==> src/rtl/fetch_queue_if.sv <==
// IF -> ID fetch queue bus: instruction push side from IF, head entry side to ID,
// plus the flush/stall controls from the BTB and ID.
interface fetch_queue_if #(
    parameter int unsigned PTR_W = 3
);
    logic             FLUSH;
    logic             STALL;
    logic             Valid_IN;
    logic [31:0]      Instr1_IN;
    logic [31:0]      Instr_PC_IN;
    logic [31:0]      Instr_PC_Plus4_IN;
    logic             Full_OUT;
    logic             Valid_OUT;
    logic [31:0]      Instr1_OUT;
    logic [31:0]      Instr_PC_OUT;
    logic [31:0]      Instr_PC_Plus4_OUT;
    logic [PTR_W:0]   Count_OUT;

    // Pipeline side (IF/ID/BTB) driving the queue
    modport master (
        output FLUSH, STALL, Valid_IN, Instr1_IN, Instr_PC_IN, Instr_PC_Plus4_IN,
        input  Full_OUT, Valid_OUT, Instr1_OUT, Instr_PC_OUT, Instr_PC_Plus4_OUT, Count_OUT
    );

    // The queue itself
    modport slave (
        input  FLUSH, STALL, Valid_IN, Instr1_IN, Instr_PC_IN, Instr_PC_Plus4_IN,
        output Full_OUT, Valid_OUT, Instr1_OUT, Instr_PC_OUT, Instr_PC_Plus4_OUT, Count_OUT
    );
endinterface

==> src/rtl/fetch_queue.sv <==
// Decoupling instruction queue between IF and ID. Circular buffer of
// {instr, pc, pc4}; head entry is presented combinationally, no empty bypass.
// FLUSH empties the queue in one cycle and discards that cycle's push/pop.
module fetch_queue #(
    parameter int unsigned DEPTH = 8,
    parameter int unsigned PTR_W = 3
) (
    input  logic       CLK,
    input  logic       RESET,
    fetch_queue_if.slave fq
);
    localparam logic [PTR_W:0] FULL_CNT = (PTR_W+1)'(DEPTH);

    logic [31:0]      instr_q [DEPTH];
    logic [31:0]      pc_q    [DEPTH];
    logic [31:0]      pc4_q   [DEPTH];
    logic [DEPTH-1:0] vld_q;

    logic [PTR_W-1:0] head_q, head_d;
    logic [PTR_W-1:0] tail_q, tail_d;
    logic [PTR_W:0]   count_q, count_d;

    logic empty;
    logic full;
    logic pop;
    logic push;
    logic show;

    assign empty = (count_q == '0);
    assign full  = (count_q == FULL_CNT);
    assign pop   = !empty && !fq.STALL;
    assign push  = fq.Valid_IN && (!full || pop);

    // Next-state pointers and occupancy; FLUSH discards the cycle's push and pop
    always_comb begin
        head_d  = head_q;
        tail_d  = tail_q;
        count_d = count_q;
        if (fq.FLUSH) begin
            head_d  = '0;
            tail_d  = '0;
            count_d = '0;
        end else begin
            if (pop)  head_d = head_q + PTR_W'(1);
            if (push) tail_d = tail_q + PTR_W'(1);
            count_d = count_q + (PTR_W+1)'(push) - (PTR_W+1)'(pop);
        end
    end

    // Pointer, occupancy and entry-valid registers with synchronous reset
    always_ff @(posedge CLK) begin
        if (RESET) begin
            head_q  <= '0;
            tail_q  <= '0;
            count_q <= '0;
            vld_q   <= '0;
        end else begin
            head_q  <= head_d;
            tail_q  <= tail_d;
            count_q <= count_d;
            if (push && !fq.FLUSH) vld_q[tail_q] <= 1'b1;
        end
    end

    // Entry storage; contents are not reset, reachability is governed by count
    always_ff @(posedge CLK) begin
        if (!RESET && !fq.FLUSH && push) begin
            instr_q[tail_q] <= fq.Instr1_IN;
            pc_q[tail_q]    <= fq.Instr_PC_IN;
            pc4_q[tail_q]   <= fq.Instr_PC_Plus4_IN;
        end
    end

    assign show = !empty && vld_q[head_q];

    assign fq.Valid_OUT          = !empty;
    assign fq.Full_OUT           = full;
    assign fq.Count_OUT          = count_q;
    assign fq.Instr1_OUT         = show ? instr_q[head_q] : '0;
    assign fq.Instr_PC_OUT       = show ? pc_q[head_q]    : '0;
    assign fq.Instr_PC_Plus4_OUT = show ? pc4_q[head_q]   : '0;
endmodule

==> src/flat_wrapper.sv <==
// flat-port wrapper written by rule: the top's interface ports become plain ports
module fetch_queue_flat 
#(
    parameter int unsigned DEPTH = 8,
    parameter int unsigned PTR_W = 3
)
  (CLK, RESET, fq_FLUSH, fq_STALL, fq_Valid_IN, fq_Instr1_IN, fq_Instr_PC_IN, fq_Instr_PC_Plus4_IN, fq_Full_OUT, fq_Valid_OUT, fq_Instr1_OUT, fq_Instr_PC_OUT, fq_Instr_PC_Plus4_OUT, fq_Count_OUT);
  fetch_queue_if #(.PTR_W(PTR_W)) fq_i ();
  input  logic CLK;
  input  logic RESET;
  input wire logic [$bits(fq_i.FLUSH)-1:0] fq_FLUSH;
  input wire logic [$bits(fq_i.STALL)-1:0] fq_STALL;
  input wire logic [$bits(fq_i.Valid_IN)-1:0] fq_Valid_IN;
  input wire logic [$bits(fq_i.Instr1_IN)-1:0] fq_Instr1_IN;
  input wire logic [$bits(fq_i.Instr_PC_IN)-1:0] fq_Instr_PC_IN;
  input wire logic [$bits(fq_i.Instr_PC_Plus4_IN)-1:0] fq_Instr_PC_Plus4_IN;
  output wire logic [$bits(fq_i.Full_OUT)-1:0] fq_Full_OUT;
  output wire logic [$bits(fq_i.Valid_OUT)-1:0] fq_Valid_OUT;
  output wire logic [$bits(fq_i.Instr1_OUT)-1:0] fq_Instr1_OUT;
  output wire logic [$bits(fq_i.Instr_PC_OUT)-1:0] fq_Instr_PC_OUT;
  output wire logic [$bits(fq_i.Instr_PC_Plus4_OUT)-1:0] fq_Instr_PC_Plus4_OUT;
  output wire logic [$bits(fq_i.Count_OUT)-1:0] fq_Count_OUT;
  assign fq_i.FLUSH = fq_FLUSH;
  assign fq_i.STALL = fq_STALL;
  assign fq_i.Valid_IN = fq_Valid_IN;
  assign fq_i.Instr1_IN = fq_Instr1_IN;
  assign fq_i.Instr_PC_IN = fq_Instr_PC_IN;
  assign fq_i.Instr_PC_Plus4_IN = fq_Instr_PC_Plus4_IN;
  assign fq_Full_OUT = fq_i.Full_OUT;
  assign fq_Valid_OUT = fq_i.Valid_OUT;
  assign fq_Instr1_OUT = fq_i.Instr1_OUT;
  assign fq_Instr_PC_OUT = fq_i.Instr_PC_OUT;
  assign fq_Instr_PC_Plus4_OUT = fq_i.Instr_PC_Plus4_OUT;
  assign fq_Count_OUT = fq_i.Count_OUT;
  fetch_queue #(.DEPTH(DEPTH), .PTR_W(PTR_W)) u_core (.CLK(CLK), .RESET(RESET), .fq(fq_i));
endmodule
==> config.mk <==
export PLATFORM = sky130hd
export DESIGN_NAME = fetch_queue_flat
export DESIGN_NICKNAME = d
export VERILOG_FILES = /design/src/rtl/fetch_queue_if.sv /design/src/rtl/fetch_queue.sv /design/src/flat_wrapper.sv
export SDC_FILE = /design/constraint.sdc
export NUM_CORES = 1
export LEC_CHECK = 0
export CORE_ASPECT_RATIO = 1.5
export CORE_MARGIN = 5
export CORE_UTILIZATION = 50
export CTS_BUF_LIST = sky130_fd_sc_hd__clkbuf_4 sky130_fd_sc_hd__clkbuf_8
export DETAILED_ROUTE_END_ITERATION = 7
export HOLD_SLACK_MARGIN = 0.15
export PLACE_DENSITY = 0.72
export SETUP_SLACK_MARGIN = 0.05
export SLEW_MARGIN = 5
export SYNTH_ARGS = -nofsm -noshare
export SYNTH_HDL_FRONTEND = slang
export SYNTH_SLANG_ARGS = --single-unit
==> constraint.sdc <==
create_clock -name CLK -period 9.6 [get_ports CLK]
set_input_delay 1.92 -clock CLK [delete_from_list [all_inputs] [get_ports CLK]]
set_output_delay 1.92 -clock CLK [all_outputs]
set_load 0.03 [all_outputs]
# After elaboration in Yosys (flattened, before gate mapping)
# Memories as Yosys holds them, arrays and structs flattened. A register that Yosys moved wholly into a read port is not among the register bits.
# Cells that the tools add are included.
[classes] add_sub_neg=4 n_lt_le_gt_ge=3 eq_ne=1 muxes=15 n_bitwise=1 reduce_logical=15
[op_table] op="$mux W32" n=3
[op_table] op="$mux W3" n=6
[op_table] op="$lt A3 B4 Y1 const B" n=2
[op_table] op="$or A8 B8 Y8" n=1
[op_table] op="$logic_and A1 B1 Y1" n=7
[op_table] op="$add A3 B1 Y3 const B" n=2
[op_table] op="$logic_not A1 Y1" n=5
[op_table] op="$add A4 B1 Y4" n=1
[op_table] op="$eq A4 B4 Y1 const B" n=1
[op_table] op="$logic_not A4 Y1" n=1
[op_table] op="$mux W1" n=4
[op_table] op="$sub A4 B1 Y4" n=1
[op_table] op="$bmux W1 S3" n=1
[op_table] op="$demux W1 S3" n=1
[op_table] op="$ge A3 B1 Y1 const B" n=1
[op_table] op="$reduce_or A2 Y1" n=1
[op_table] op="$logic_or A1 B1 Y1" n=1
[word_totals] regBits=18 ram_bits=768 inputBits=101 out_inout_bits=102 elab_cells=46 n_memories=3
[mem_list] name="u_core.instr_q" words=8 word_bits=32 rd=1 rd_ports_with_merged_regs=1 write_ports=1 line="fetch_queue.sv:14" text="logic [31:0] instr_q [DEPTH];"
[mem_list] name="u_core.pc4_q" words=8 word_bits=32 rd=1 rd_ports_with_merged_regs=1 write_ports=1 line="fetch_queue.sv:16" text="logic [31:0] pc4_q [DEPTH];"
[mem_list] name="u_core.pc_q" words=8 word_bits=32 rd=1 rd_ports_with_merged_regs=1 write_ports=1 line="fetch_queue.sv:15" text="logic [31:0] pc_q [DEPTH];"

# Logic depth before layout (Yosys ltp)
# Gate-level depths: netlist of the first run.
[logic_depth] depth_word=8 mapped_depth=11 depth_no_buf=11

# Least setup slack after synthesis of the first run
# No wires, ideal clock.
[synth_path] path_kind="input to register" from="in fq_STALL" to="mem u_core.instr_q[5][0], enable pin" setup_ns=0.668 arrival_ns=9.012 required_ns=8.932 path_slack_ns=-0.080 path_stages=5 n_path_buf=0 cell_sequence="nor2_1 o21ai_0 inv_1 nand2_1 nor3_1"
[synth_via] elab_chain_cells=7
[synth_lines] element="from (decl)" line="flat_wrapper.sv:12" text="input wire logic [$bits(fq_i.STALL)-1:0] fq_STALL;"
[synth_lines] element="$logic_not A1 Y1" line="fetch_queue.sv:31" text="assign pop = !empty && !fq.STALL;"
[synth_lines] element="$logic_and A1 B1 Y1" line="fetch_queue.sv:31"
[synth_lines] element="$logic_or A1 B1 Y1" line="fetch_queue.sv:32" text="assign push = fq.Valid_IN && (!full || pop);"
[synth_lines] element="$logic_and A1 B1 Y1" line="fetch_queue.sv:32"
[synth_lines] element="$logic_and A1 B1 Y1" line="fetch_queue.sv:67" text="if (!RESET && !fq.FLUSH && push) begin"
[synth_lines] element="$mux W1" line="fetch_queue.sv:67"
[synth_lines] element="$mux W1 (not written as such)" line="fetch_queue.sv:68" text="instr_q[tail_q] <= fq.Instr1_IN;"
[synth_lines] element="to (decl)" line="fetch_queue.sv:14"
# No other way between the ends.

==> results of run 1 <==
==> path summary, 6_finish.rpt <==
check                          from             endpoint  slack, ns  cells past startpoint
max                       flip-flop  fq_Instr_PC_OUT[17]       3.49                      5
min                 u_core.vld_q[7]      u_core.vld_q[7]       0.48                      2
max reg2reg  u_core.fq.Count_OUT[2]    u_core.pc_q[7][9]       5.69                      9
min reg2reg         u_core.vld_q[7]      u_core.vld_q[7]       0.48                      2
==> registers in the layout (all words and copies together), names as in the netlist, named ones only <==
register             count
u_core.tail_q            3
u_core.pc_q            256
u_core.head_q            3
u_core.fq.Count_OUT      4
u_core.instr_q         256
u_core.vld_q             8
u_core.pc4_q           256
==> area by class of cell <==
type                    instances  share of cell area [%]
repair buffers                225                    6.39
inverters                      19                   0.203
well taps                     784                    2.79
multi-input cells             454                    17.6
clock inverters                61                    1.24
diodes                          4                  0.0285
clock buffers                 137                    4.88
flip-flops and latches        789                    66.8
==> synth_stat cells (6+ instances only) <==
cell type and count:
buf_1 7, clkbuf_1 27, nand2_1 9, buf_2 28, inv_1 19, nor2_1 112
dfxtp_1 21, mux4_2 193, o22ai_1 6, ha_1 8, edfxtp_1 768, mux2i_1 96
==> stage by stage <==
stage	utilization (%)	cell area [um^2]	std cells
2_1_floorplan	-	30000	1330
3_3_place_gp	55.2	33000	2271
5_1_grt	58.8	35100	2472
6_report	58.8	35200	2473
3_5_place_dp	55.2	33000	2271
4_1_cts	58.8	35100	2469
==> power groups by stage <==
stage	Sequential, uW	Combinational, uW	Clock (uW)
after floorplan	3920	619	0
after global placement	3920	942	0
after detailed placement	3930	953	0
after CTS	3850	957	2600
after global routing	3860	1010	2770
final	3850	932	2530
==> logic make-up after synthesis <==
logic type / after synthesis / synth area share [%]
DFF: 789 / 78.3
muxes: 289 / 17.7
and+or+nand+nor: 133 / 1.79
buffers and inverters: 87 / 1.34
AOI/OAI and AO/OA: 19 / 0.413
adders and majority gates: 9 / 0.400
xor gates and xnor gates: 4 / 0.117
==> routing by layer <==
metal | wire length, um | share of wire, %
met1 | 23700 | 39
met2 | 32500 | 53
met3 | 3490 | 5.7
met4 | 1240 | 2.0
met5 | 41 | 0.067
==> worst max-delay path: stages (launching register included) <==
cell and delay (ns):
dfxtp_4 0.99, buf_4 0.84, mux4_2 0.36, mux2i_1 0.09
nor2_1 0.32, clkdlybuf4s50_1 0.75
==> run metrics, run 1 <==
unrepaired setup endpoints after global routing=false; switching share of total power=23.7%; global route total overflow=0; met3 Resource Use GR=3.77%; logic gate share of total power=12.7%; most common cell after layout, fill and taps aside=edfxtp_1; core outline area=59,700 um^2; Worst EP arrival=4.19 ns; number of distinct standard cells referenced by the synthesized netlist=33; average wire per standard cell=24.7 um; clock network power share=34.6%; highest-count cells in the layout ignoring fill and taps=768 x edfxtp_1, 202 x clkdlybuf4s50_1, 193 x mux4_2; critical path launch point type=flip-flop; critical path data required time=7.68 ns; Placement Rows=110; primary flip-flop cell chosen by synthesis mapping=edfxtp_1; leakage dissipation=0.0106 uW; worst voltage drop across the vdd grid=168 uV; power density over the cells=208 nW/um^2; Worst Hold Slack=0.479 ns; Top Usage Layer GRT=met2; detailed-route via count=13.8k; transition time at the pin with the least slew margin=1.01 ns; post-place setup slack=3.95 ns; leading area contributor after synthesis=edfxtp_1; final setup skew=0.0282 ns; via count of the first global-routing pass=15.3k; starting utilization of the core area=50.2%; number of detailed-route iterations in the first pass=4; horizontal extent of the die=210 um; yosys synthesis warning count=0; status=complete, no violations; final hold violations=0; sequential-to-total area share from yosys stat=78.3%; DR vias/cell=5.59; time the final worst path needs with I/O delays and setup=6.11 ns; fraction of registers with async set or reset after synthesis=0%; number of setup violations in the final report=0; GRT met1 Usage=23.7%; Residual DRC=0; sequential share of power=52.6%; initial DRC count=852; post-synthesis instance area=30,000 um^2; clock insertion delay at the later pin of the skew report=0.70 ns; category of the worst setup path capture point=primary output; share of layout cells above drive strength 1=23.6%; global-route wire length before repair=93,400 um; Die Y=310 um; Max-cap violations=0; footprint of the multi-input gates=6200 um^2; count of pins on the block boundary=203; relative area change from synthesis to final layout=17.1%; initial antenna violation count=6; Longest Clk Path Bufs=3; number of setup buffers added after CTS=0; overall die area=65,100 um^2; Total Power Consumption=7320 uW; # resized after CTS=0; Inserted Clock Buffers=109; clock edge transition at the registers on the reported setup and hold paths=0.07 ns; net count of the finished layout=1,708; number of flops mapped to enable cells by yosys=768; net switching power of the design=1740 uW; Final WS setup=3.49 ns; number of cells produced by synthesis=1,330; GRT Total Usage=19.1%; number of flip-flops and latches in the synthesized netlist=789; critical path type=reg -> out; area occupied by registers=23,500 um^2; share of the synthesized area in the top cell type=76.9%; internal power contribution=5580 uW; leading cell types by total area after synthesis=edfxtp_1 77%, mux4_2 14%, mux2i_1 3.2%; number of antenna-violating nets in the routed design=0; quantity of I/O buffers inserted on ports=202; total negative slack for setup checks=0 ns; fill cell count=4,352; CTS tree=yes; met2 track demand over resource in global routing=34.1%; total wire length after detailed routing=61,000 um; type of the worst min-delay path=reg -> reg; root buffer selected by CTS=clkbuf_8; routability congestion estimate=0.729; H-Tree Level Count=3; highest achievable clock rate=164 MHz; Relative slew margins=32.7%; final critical-path share of the clock period=63.6%; post-synthesis net count=1,440; # hold bufs at CTS=0; Slew Limit Fails=0; detailed placer's ending HPWL=33,600 um; highest net fanout along the worst path=65; count of clock tree sinks=789; synthesized area divided by synthesized cell count=22.6 um^2; maximum number of pins on one net before global-route repair=88
Power figures use the tool's default switching activity.
==> run 2: changes to the inputs <==
==> constraint.sdc (replaced) <==
create_clock -name CLK -period 5.46 [get_ports CLK]
set_input_delay 1.092 -clock CLK [delete_from_list [all_inputs] [get_ports CLK]]
set_output_delay 1.092 -clock CLK [all_outputs]
set_load 0.03 [all_outputs]
==> run 2 against run 1 <==
  * Sequential cell count unchanged
  * Total power rose by 75%
  * Sequential share of layout area down 0.47 points
  * Via count about the same
  * Clock skew is 0.0035 ns lower
  * Combinational power rose by 79%
  * Final area up 0.72%
  * Wire length is 1.6% lower
  * Utilization up 0.42 points
  * Highest routed layer unchanged
==> run metrics, run 2 (same netlist as run 1, synthesis figures left out) <==
footprint of the multi-input gates=6200 um^2; critical path data required time=4.37 ns; share of layout cells above drive strength 1=24.6%; unrepaired setup endpoints after global routing=false; starting utilization of the core area=50.2%; DR vias/cell=5.54; capturing point of the worst reg2reg path=u_core.pc_q[6][2]; via count of the first global-routing pass=15.4k; cell area after layout=35,400 um^2; number of cells traversed by the worst register-to-register path=8; most common cell after layout, fill and taps aside=edfxtp_1; core outline area=59,700 um^2; root buffer selected by CTS=clkbuf_8; count of clock tree sinks=789; Post-Route Utilization=59.3%; initial antenna violation count=8; Worst Hold Slack=0.483 ns; area occupied by registers=23,500 um^2; # resized after CTS=0; global-route wire length before repair=91,900 um; largest registers=u_core.instr_q x256, u_core.pc4_q x256, u_core.pc_q x256; total negative slack for setup checks=0 ns; highest net fanout along the worst path=38; number of antenna-violating nets in the routed design=0; transition time at the pin with the least slew margin=1.03 ns; worst voltage drop across the vdd grid=271 uV; Die Y=310 um; type of the worst min-delay path=reg -> reg; final setup skew=0.0248 ns; Max-cap violations=0; global route total overflow=0; detailed-route via count=13.8k; maximum number of pins on one net before global-route repair=76; CTS tree=yes; final critical-path share of the clock period=86.5%; Worst EP arrival=3.63 ns; number of setup buffers added after CTS=0; relative area change from synthesis to final layout=18.0%; count of pins on the block boundary=203; highest achievable clock rate=212 MHz; H-Tree Level Count=3; Placement Rows=110; clock edge transition at the registers on the reported setup and hold paths=0.06 ns; critical path type=reg -> out; Slew Limit Fails=0; highest-count cells in the layout ignoring fill and taps=768 x edfxtp_1, 202 x clkdlybuf4s50_1, 193 x mux4_2; GRT Total Usage=18.7%; fill cell count=4,342; Inserted Clock Buffers=110; Relative slew margins=31.3%; Hold Crit Depth=2; average wire per standard cell=24.0 um; Longest Clk Path Bufs=3; sink of the worst hold path=u_core.vld_q[7]; Placed Instance Area=33,300 um^2; status=complete, no violations; clock insertion delay at the later pin of the skew report=0.71 ns; power density over the cells=362 nW/um^2; routability congestion estimate=0.772; leakage dissipation=0.0107 uW; initial DRC count=865; category of the worst setup path capture point=primary output; Residual DRC=0; net count of the finished layout=1,727; final hold violations=0; setup slack of the most critical reg-to-reg path=2.48 ns; horizontal extent of the die=210 um; # hold bufs at CTS=0; detailed placer's ending HPWL=33,500 um; overall die area=65,100 um^2; startpoint of the most critical register-to-register path=u_core.fq.Count_OUT[2]; total wire length after detailed routing=60,100 um; number of setup violations in the final report=0; time the final worst path needs with I/O delays and setup=4.72 ns; quantity of I/O buffers inserted on ports=202; number of detailed-route iterations in the first pass=5; startpoint of the worst hold path=u_core.vld_q[7]; critical path launch point type=flip-flop
==> run 2: worst max path at each step <==
stage	from	end	slack [ns]	cells after the start
floorplan	RESET	u_core.instr_q[0][0]	-1.04	4
global placement	flip-flop	fq_Instr1_OUT[27]	1.46	6
detailed placement	flip-flop	fq_Instr1_OUT[27]	1.42	6
CTS	u_core.fq.Count_OUT[2]	fq_Instr_PC_OUT[23]	0.61	8
global route	flip-flop	fq_Instr1_OUT[23]	0.47	6
finish	u_core.fq.Count_OUT[2]	fq_Instr_PC_OUT[23]	0.74	8
==> run 2: stage by stage <==
step	instances	total power (uW)	setup slack [ns]
after floorplan	1330	7980	-1.04
after global placement	2289	8560	1.46
after detailed placement	2289	8600	1.42
after CTS	2491	13000	0.607
after global routing	2496	13400	0.472
final	2498	12800	0.739
==> run 2: cell type report <==
class	count	area share [%]
multi-input cells	454	17.5
diodes	7	0.0495
clock inverters	51	0.831
well taps	784	2.77
repair buffers	243	7.08
flip-flops and latches	789	66.4
inverters	19	0.201
clock buffers	151	5.20
==> run 2: per-layer routing <==
layer,vias to the layer above,GRT usage (%),share of wire (%)
li1,6100,-,-
met1,7265,23.2,38
met2,389,33.3,54
met3,84,3.57,5.3
met4,2,6.51,2.1
met5,-,0,0.022
==> run 2: report_power, final <==
part / switching, uW / internal (uW)
Combinational: 895 / 777
Clock: 2110 / 2280
Sequential: 47.7 / 6710
Total: 3050 / 9770
==> run 2: worst max-delay path, cell delays in order (launching register included) <==
cell and delay, ns:
dfxtp_1 0.33, inv_1 0.08, ha_1 0.22, nor3b_1 0.18
inv_1 0.13, nand4_4 0.60, buf_4 0.49, nor2_1 0.15
clkdlybuf4s50_1 0.70
